<file path="src/rtl/press_decoder.sv">
// press_decoder: classifies a debounced switch into short, long and
// double-click gestures. Each gesture output is a registered single-cycle
// pulse; o_Held and o_Busy are registered levels.
// Optional feature macro: PRESS_DECODER_DCLICK_EN enables double-click
// detection (WAIT_GAP/SECOND states). Without it, every short press reports
// immediately on release and o_Double stays low.
module press_decoder #(
    parameter int unsigned c_LONG_LIMIT   = 12500000,
    parameter int unsigned c_DCLICK_LIMIT = 6250000
) (
    input  logic CLK,
    input  logic RST_N,
    input  logic i_Switch,
    output logic o_Short,
    output logic o_Long,
    output logic o_Double,
    output logic o_Held,
    output logic o_Busy
);

    // Both limits must fit the 24-bit counter and allow at least one step.
    if (c_LONG_LIMIT < 32'd2 || c_LONG_LIMIT > 32'd16777215) begin : g_bad_long
        $error("press_decoder: c_LONG_LIMIT out of range 2..16777215");
    end
    if (c_DCLICK_LIMIT < 32'd2 || c_DCLICK_LIMIT > 32'd16777215) begin : g_bad_dclick
        $error("press_decoder: c_DCLICK_LIMIT out of range 2..16777215");
    end

    localparam logic [23:0] LP_LONG = 24'(c_LONG_LIMIT);
`ifdef PRESS_DECODER_DCLICK_EN
    localparam logic [23:0] LP_DCLICK = 24'(c_DCLICK_LIMIT);
`endif

    typedef enum logic [2:0] {
        ST_IDLE,
        ST_PRESSED,
        ST_WAIT_GAP,
        ST_SECOND,
        ST_LONG_HELD
    } state_t;

    state_t      r_state;
    state_t      w_state_nxt;
    logic [23:0] r_cnt;
    logic [23:0] w_cnt_nxt;
    logic [23:0] w_cnt_inc;
    logic        w_short_nxt;
    logic        w_long_nxt;
    logic        w_double_nxt;
    logic        r_Short;
    logic        r_Long;
    logic        r_Double;
    logic        r_Held;
    logic        r_Busy;

    // Saturating increment: the counter sticks at all-ones instead of wrapping.
    assign w_cnt_inc = (r_cnt == '1) ? r_cnt : r_cnt + 24'd1;

    // Next-state, next-count and pulse decode; a limit is "reached" on the
    // edge whose sampled input would bring the count up to it.
    always_comb begin
        w_state_nxt  = r_state;
        w_cnt_nxt    = r_cnt;
        w_short_nxt  = 1'b0;
        w_long_nxt   = 1'b0;
        w_double_nxt = 1'b0;
        case (r_state)
            ST_IDLE: begin
                w_cnt_nxt = '0;
                if (i_Switch) begin
                    w_state_nxt = ST_PRESSED;
                    w_cnt_nxt   = 24'd1;
                end
            end
            ST_PRESSED: begin
                if (i_Switch) begin
                    w_cnt_nxt = w_cnt_inc;
                    if (w_cnt_inc >= LP_LONG) begin
                        w_state_nxt = ST_LONG_HELD;
                        w_long_nxt  = 1'b1;
                    end
                end else begin
`ifdef PRESS_DECODER_DCLICK_EN
                    w_state_nxt = ST_WAIT_GAP;
                    w_cnt_nxt   = 24'd1;
`else
                    w_state_nxt = ST_IDLE;
                    w_cnt_nxt   = '0;
                    w_short_nxt = 1'b1;
`endif
                end
            end
`ifdef PRESS_DECODER_DCLICK_EN
            ST_WAIT_GAP: begin
                // The registered count is always below the gap limit here.
                if (i_Switch) begin
                    w_state_nxt = ST_SECOND;
                    w_cnt_nxt   = 24'd1;
                end else begin
                    w_cnt_nxt = w_cnt_inc;
                    if (w_cnt_inc >= LP_DCLICK) begin
                        w_state_nxt = ST_IDLE;
                        w_cnt_nxt   = '0;
                        w_short_nxt = 1'b1;
                    end
                end
            end
            ST_SECOND: begin
                if (i_Switch) begin
                    w_cnt_nxt = w_cnt_inc;
                    if (w_cnt_inc >= LP_LONG) begin
                        w_state_nxt = ST_LONG_HELD;
                        w_short_nxt = 1'b1;
                        w_long_nxt  = 1'b1;
                    end
                end else begin
                    w_state_nxt  = ST_IDLE;
                    w_cnt_nxt    = '0;
                    w_double_nxt = 1'b1;
                end
            end
`endif
            ST_LONG_HELD: begin
                if (!i_Switch) begin
                    w_state_nxt = ST_IDLE;
                    w_cnt_nxt   = '0;
                end
            end
            default: begin
                w_state_nxt = ST_IDLE;
                w_cnt_nxt   = '0;
            end
        endcase
    end

    // State, counter and registered outputs; reset abandons any gesture silently.
    always_ff @(posedge CLK or negedge RST_N) begin
        if (!RST_N) begin
            r_state  <= ST_IDLE;
            r_cnt    <= '0;
            r_Short  <= 1'b0;
            r_Long   <= 1'b0;
            r_Double <= 1'b0;
            r_Held   <= 1'b0;
            r_Busy   <= 1'b0;
        end else begin
            r_state  <= w_state_nxt;
            r_cnt    <= w_cnt_nxt;
            r_Short  <= w_short_nxt;
            r_Long   <= w_long_nxt;
            r_Double <= w_double_nxt;
            r_Held   <= (w_state_nxt == ST_LONG_HELD);
            r_Busy   <= (w_state_nxt != ST_IDLE);
        end
    end

    assign o_Short  = r_Short;
    assign o_Long   = r_Long;
    assign o_Double = r_Double;
    assign o_Held   = r_Held;
    assign o_Busy   = r_Busy;

endmodule
</file>
<file path="config.mk">
export PLATFORM = sky130hd
export DESIGN_NAME = press_decoder
export DESIGN_NICKNAME = d
export VERILOG_FILES = /design/src/rtl/press_decoder.sv
export SDC_FILE = /design/constraint.sdc
export NUM_CORES = 1
export LEC_CHECK = 0
export BUFFER_PORTS_ARGS = -buffer_cell sky130_fd_sc_hd__buf_4
export CORE_MARGIN = 4
export CORE_UTILIZATION = 45
export CTS_CLUSTER_DIAMETER = 60
export DETAILED_ROUTE_END_ITERATION = 7
export GPL_TIMING_DRIVEN = 0
export SETUP_SLACK_MARGIN = 0.1
export SYNTH_ARGS = -nofsm -noshare
export SYNTH_HDL_FRONTEND = slang
export SYNTH_SLANG_ARGS = --single-unit
</file>
<file path="constraint.sdc">
create_clock -name CLK -period 3.1 [get_ports CLK]
set_clock_uncertainty 0.1 [all_clocks]
set_input_delay 0.155 -clock CLK [delete_from_list [all_inputs] [get_ports CLK]]
set_output_delay 0.155 -clock CLK [all_outputs]
set_load 0.02 [all_outputs]
</file>
==> results.tsv <==
stage	metric	value	unit
sta	Final Hold Viols	0	
drt	DRC	0	
power_and_ir_drop	PwrDens	394	nW/um2
cts	clk root buf	clkbuf_8	
power_and_ir_drop	VDD IR max	206	uV
placed_design	Placer Congestion	0.853	
power_and_ir_drop	Clock power frac	48.5	%
die	num rows	23	
yosys	prevailing post-synth register cell	dfrtp_1	
drt	DR iter-0 viols	130	
placed_design	hpwl dp	3230	um
final_layout	fraction of layout cells with a size suffix above 1	12.9	%
die	die area	5360	um2
yosys	Synth warnings	0	
worst_setup_path	Setup crit end kind	flop	
yosys	largest family of logic cells by synthesized area	compound AO/OA/AOI/OAI gates	
yosys	Synth Area in Compound Gates	25.3	%
final_layout	FILL cells	389	
sta	RSZ-0062 raised after global routing	false	
cts	depth of the CTS H-tree	2	
grt	initial antenna violation count	0	
sta	Worst Tran Pin Value	0.629	ns
drt	DR vias	1674	
cts	Num CTS Buffers	5	
sta	hold slack	0.241	ns
sta	final number of setup-violating endpoints	0	
power_and_ir_drop	cell leakage power	0.946	nW
yosys	Synth async-reset ratio	100	%
yosys	Synth Area in XOR/XNOR	2.75	%
drt	post-route ant nets	0	
sta	Total Neg Setup Slack	0	ns
drt	routed len/inst	15.5	um
final_layout	Finished Cell Area	2180	um2
die	Die W	73.2	um
yosys	post-synthesis adder-cell area fraction	0.654	%
drt	DR vias/cell	5.62	
power_and_ir_drop	total net switching power	0.181	mW
power_and_ir_drop	sequential share of power	47.8	%
die	effective utilization at floorplan	47.1	%
final_layout	Area growth, synth to finish	14.1	%
drt	drt total wl	4630	um
worst_setup_path	crit path kind	flop to flop	
cts	Max Buffers Root-to-Sink	2	
yosys	Cell Area, Synth	1910	um2
power_and_ir_drop	Switching Fraction	21.0	%
yosys	post-synthesis mux area share	0.524	%
cts	Clk Latency, worst-skew pair	0.28	ns
yosys	flops & latches, synth	31	
yosys	simple-gate area share of the yosys netlist	24.9	%
die	Die H	73.2	um
power_and_ir_drop	Int Pwr	0.678	mW
grt	grt ovf	0	
cts	Sink Count	31	
grt	first-pass GRT wire length	8020	um
yosys	Seq/Total Area, Yosys	40.6	%
placed_design	Placed Area	2020	um2
power_and_ir_drop	combinational share of power	3.8	%
worst_setup_path	CP arrival	2.82	ns
cts	Clock transition at path regs	0.07	ns
min_path	HP Class	primary input to async pin	
final_layout	Antenna Cells	0	
worst_setup_path	worst stage delay on the critical path	0.65	ns
sta	Slew Viols, Final	0	
worst_setup_path	CP max stage cell	nor4_1	
sta	Final Cycle Share	88.5	%
final_layout	number of nets in the layout	251	
worst_setup_path	Setup crit start kind	flop	
sta	post-route minimum period	2.74	ns
die	Core Box Area	4060	um2
worst_setup_path	Required @ worst endpoint	3.18	ns
grt	vias in the first global route	1626	
yosys	Synth Instances	229	
worst_setup_path	critical path, cell by cell	buf_2 -> nand4_1 -> nor4_1 -> nand2_1 -> o21a_1 -> a211oi_1 -> a41oi_2 -> o21a_1	
run_status	status	finished, final reports clean	
yosys	synth unique cells	43	
cts	CTS tree	done	
flow_run	max cap viols	0	
grt	gr usage total	19.5	%
worst_setup_path	crit-path most repeated cell	o21a_1	
drt	1st-pass router iterations	4	
die	# IOs	8	
yosys	number of synthesized flops with an enable pin	0	
sta	relative max-transition margin	57.7	%
worst_setup_path	worst-path fanout max	8	
grt	largest net degree at the start of global routing	32	
final_layout	fin util	53.7	%
placed_design	IO Port Bufs	6	
yosys	syn_area_per_cell	8.35	um2
sta	Achievable Freq	0.364	GHz
## state kept, by name, summed over array words and instances (netlist names)
register / flops
r_cnt: 24
r_state: 3
o_Short: 1
o_Held: 1
o_Long: 1
o_Busy: 1
## per-layer routing
layer  track usage (%)  vias to the layer above  part of all wire [%]
met2              28.7                       22                    45
met1              27.8                      777                    51
li1                  -                      869                     -
met3              4.55                        6                   3.1
met5                 0                        -                     0
met4              6.97                        0                   1.2
## synth_stat cells (2+ instances only)
cell	count	share of area (%)
inv_1	8	1.6
and4_1	2	0.92
a31oi_1	5	1.6
nand4_1	9	2.9
or2_2	2	0.65
nand2b_1	3	0.98
and3_1	5	1.6
clkbuf_2	2	0.52
o21ai_0	28	7.3
o21a_1	2	0.79
a22o_1	5	2.3
dfrtp_1	31	41
a2bb2oi_1	2	0.92
nand2_1	24	4.7
xnor2_1	6	2.7
a21oi_1	19	5.0
and2_1	3	0.98
nor2_1	14	2.7
o31ai_1	5	2.0
clkbuf_1	8	1.6
nand3_1	11	2.9
buf_2	4	1.0
nor4_1	4	1.3
or3_1	3	0.98
o21ai_1	2	0.52
a21o_1	3	1.2
nor3_1	3	0.79
## metrics by stage
step / total power, mW / setup slack, ns / instances
final: 0.859 / 0.356 / 298
after global routing: 0.888 / 0.110 / 298
after CTS: 0.867 / 0.261 / 296
after detailed placement: 0.449 / 0.287 / 286
after global placement: 0.448 / 0.250 / 286
after floorplan: 0.433 / 0.790 / 230
## worst max-delay path: cells and delay by family, from the launching register on
family,cells,cell delay (ns)
AO/OA/AOI/OAI,4,0.91
flip-flops,1,0.32
buffers and inverters,1,0.17
AND/OR/NAND/NOR,3,1.14
## power by group through the flow
stage / Sequential [mW] / Combinational [mW] / Clock (mW)
6_report: 0.410 / 0.0322 / 0.416
5_1_grt: 0.410 / 0.0362 / 0.442
4_1_cts: 0.410 / 0.0330 / 0.424
3_5_place_dp: 0.418 / 0.0310 / 0
3_3_place_gp: 0.418 / 0.0304 / 0
2_1_floorplan: 0.419 / 0.0139 / 0
## placed cells by master (no fill, tap or decap), types with 2 or more instances in the layout
| master | count |
|---|---|
| nand4_1 | 9 |
| buf_4 | 9 |
| nor2_1 | 14 |
| a22o_1 | 5 |
| dlygate4sd3_1 | 2 |
| buf_2 | 4 |
| a21oi_1 | 19 |
| clkbuf_8 | 6 |
| and3_1 | 5 |
| nand2_1 | 24 |
| nor3_1 | 3 |
| and4_1 | 2 |
| a31oi_1 | 5 |
| or3_1 | 3 |
| o21ai_1 | 2 |
| xnor2_1 | 6 |
| or2_2 | 2 |
| nor4_1 | 4 |
| a2bb2oi_1 | 2 |
| conb_1 | 2 |
| o21a_1 | 2 |
| o31ai_1 | 5 |
| clkbuf_2 | 2 |
| clkbuf_1 | 8 |
| nand2b_1 | 3 |
| a21o_1 | 3 |
| dfrtp_1 | 31 |
| o21ai_0 | 28 |
| nand3_1 | 10 |
| inv_1 | 8 |
| and2_1 | 3 |
## what timing repair did
action / CTS / global route
setup buffers: 0 / 2
hold endpoints to repair: 32 / 0
hold buffers: 2 / 0
gates resized for setup: 0 / 1
endpoints found under the setup margin: 0 / 6
## worst paths after layout
path	startpoint	endpoint	depth (start not counted)	slack (ns)
max	r_cnt[11]	r_state[0]	8	0.36
min	RST_N	o_Busy	2	0.24
max reg2reg	r_cnt[11]	r_state[0]	8	0.36
min reg2reg	r_state[1]	o_Short	1	0.32
max in group asynchronous	RST_N	r_cnt[16]	2	2.37
min in group CLK	r_state[1]	o_Short	1	0.32
## cell type report
class                      count  area, um2  share of cell area (%)
multi-input combinational    176       1050                    48.0
tap                           50       62.6                    2.87
timing repair buffer          10       80.1                    3.67
inverter                       8       30.0                    1.38
buffer                        15       67.6                    3.10
sequential                    31        776                    35.6
clock inverter                 2       35.0                    1.61
clock buffer                   6       82.6                    3.79
## logic make-up (layout without fill, tap and decap cells)
| family | Yosys count | count (layout) |
|---|---|---|
| buf+inv | 23 | 41 |
| mux | 1 | 1 |
| xor+xnor | 6 | 6 |
| simple gates | 88 | 88 |
| compound gates | 78 | 78 |
| other cells | 1 | 2 |
| fa+ha+maj | 1 | 1 |
| flops | 31 | 31 |
(Power assumes the default switching activity.)
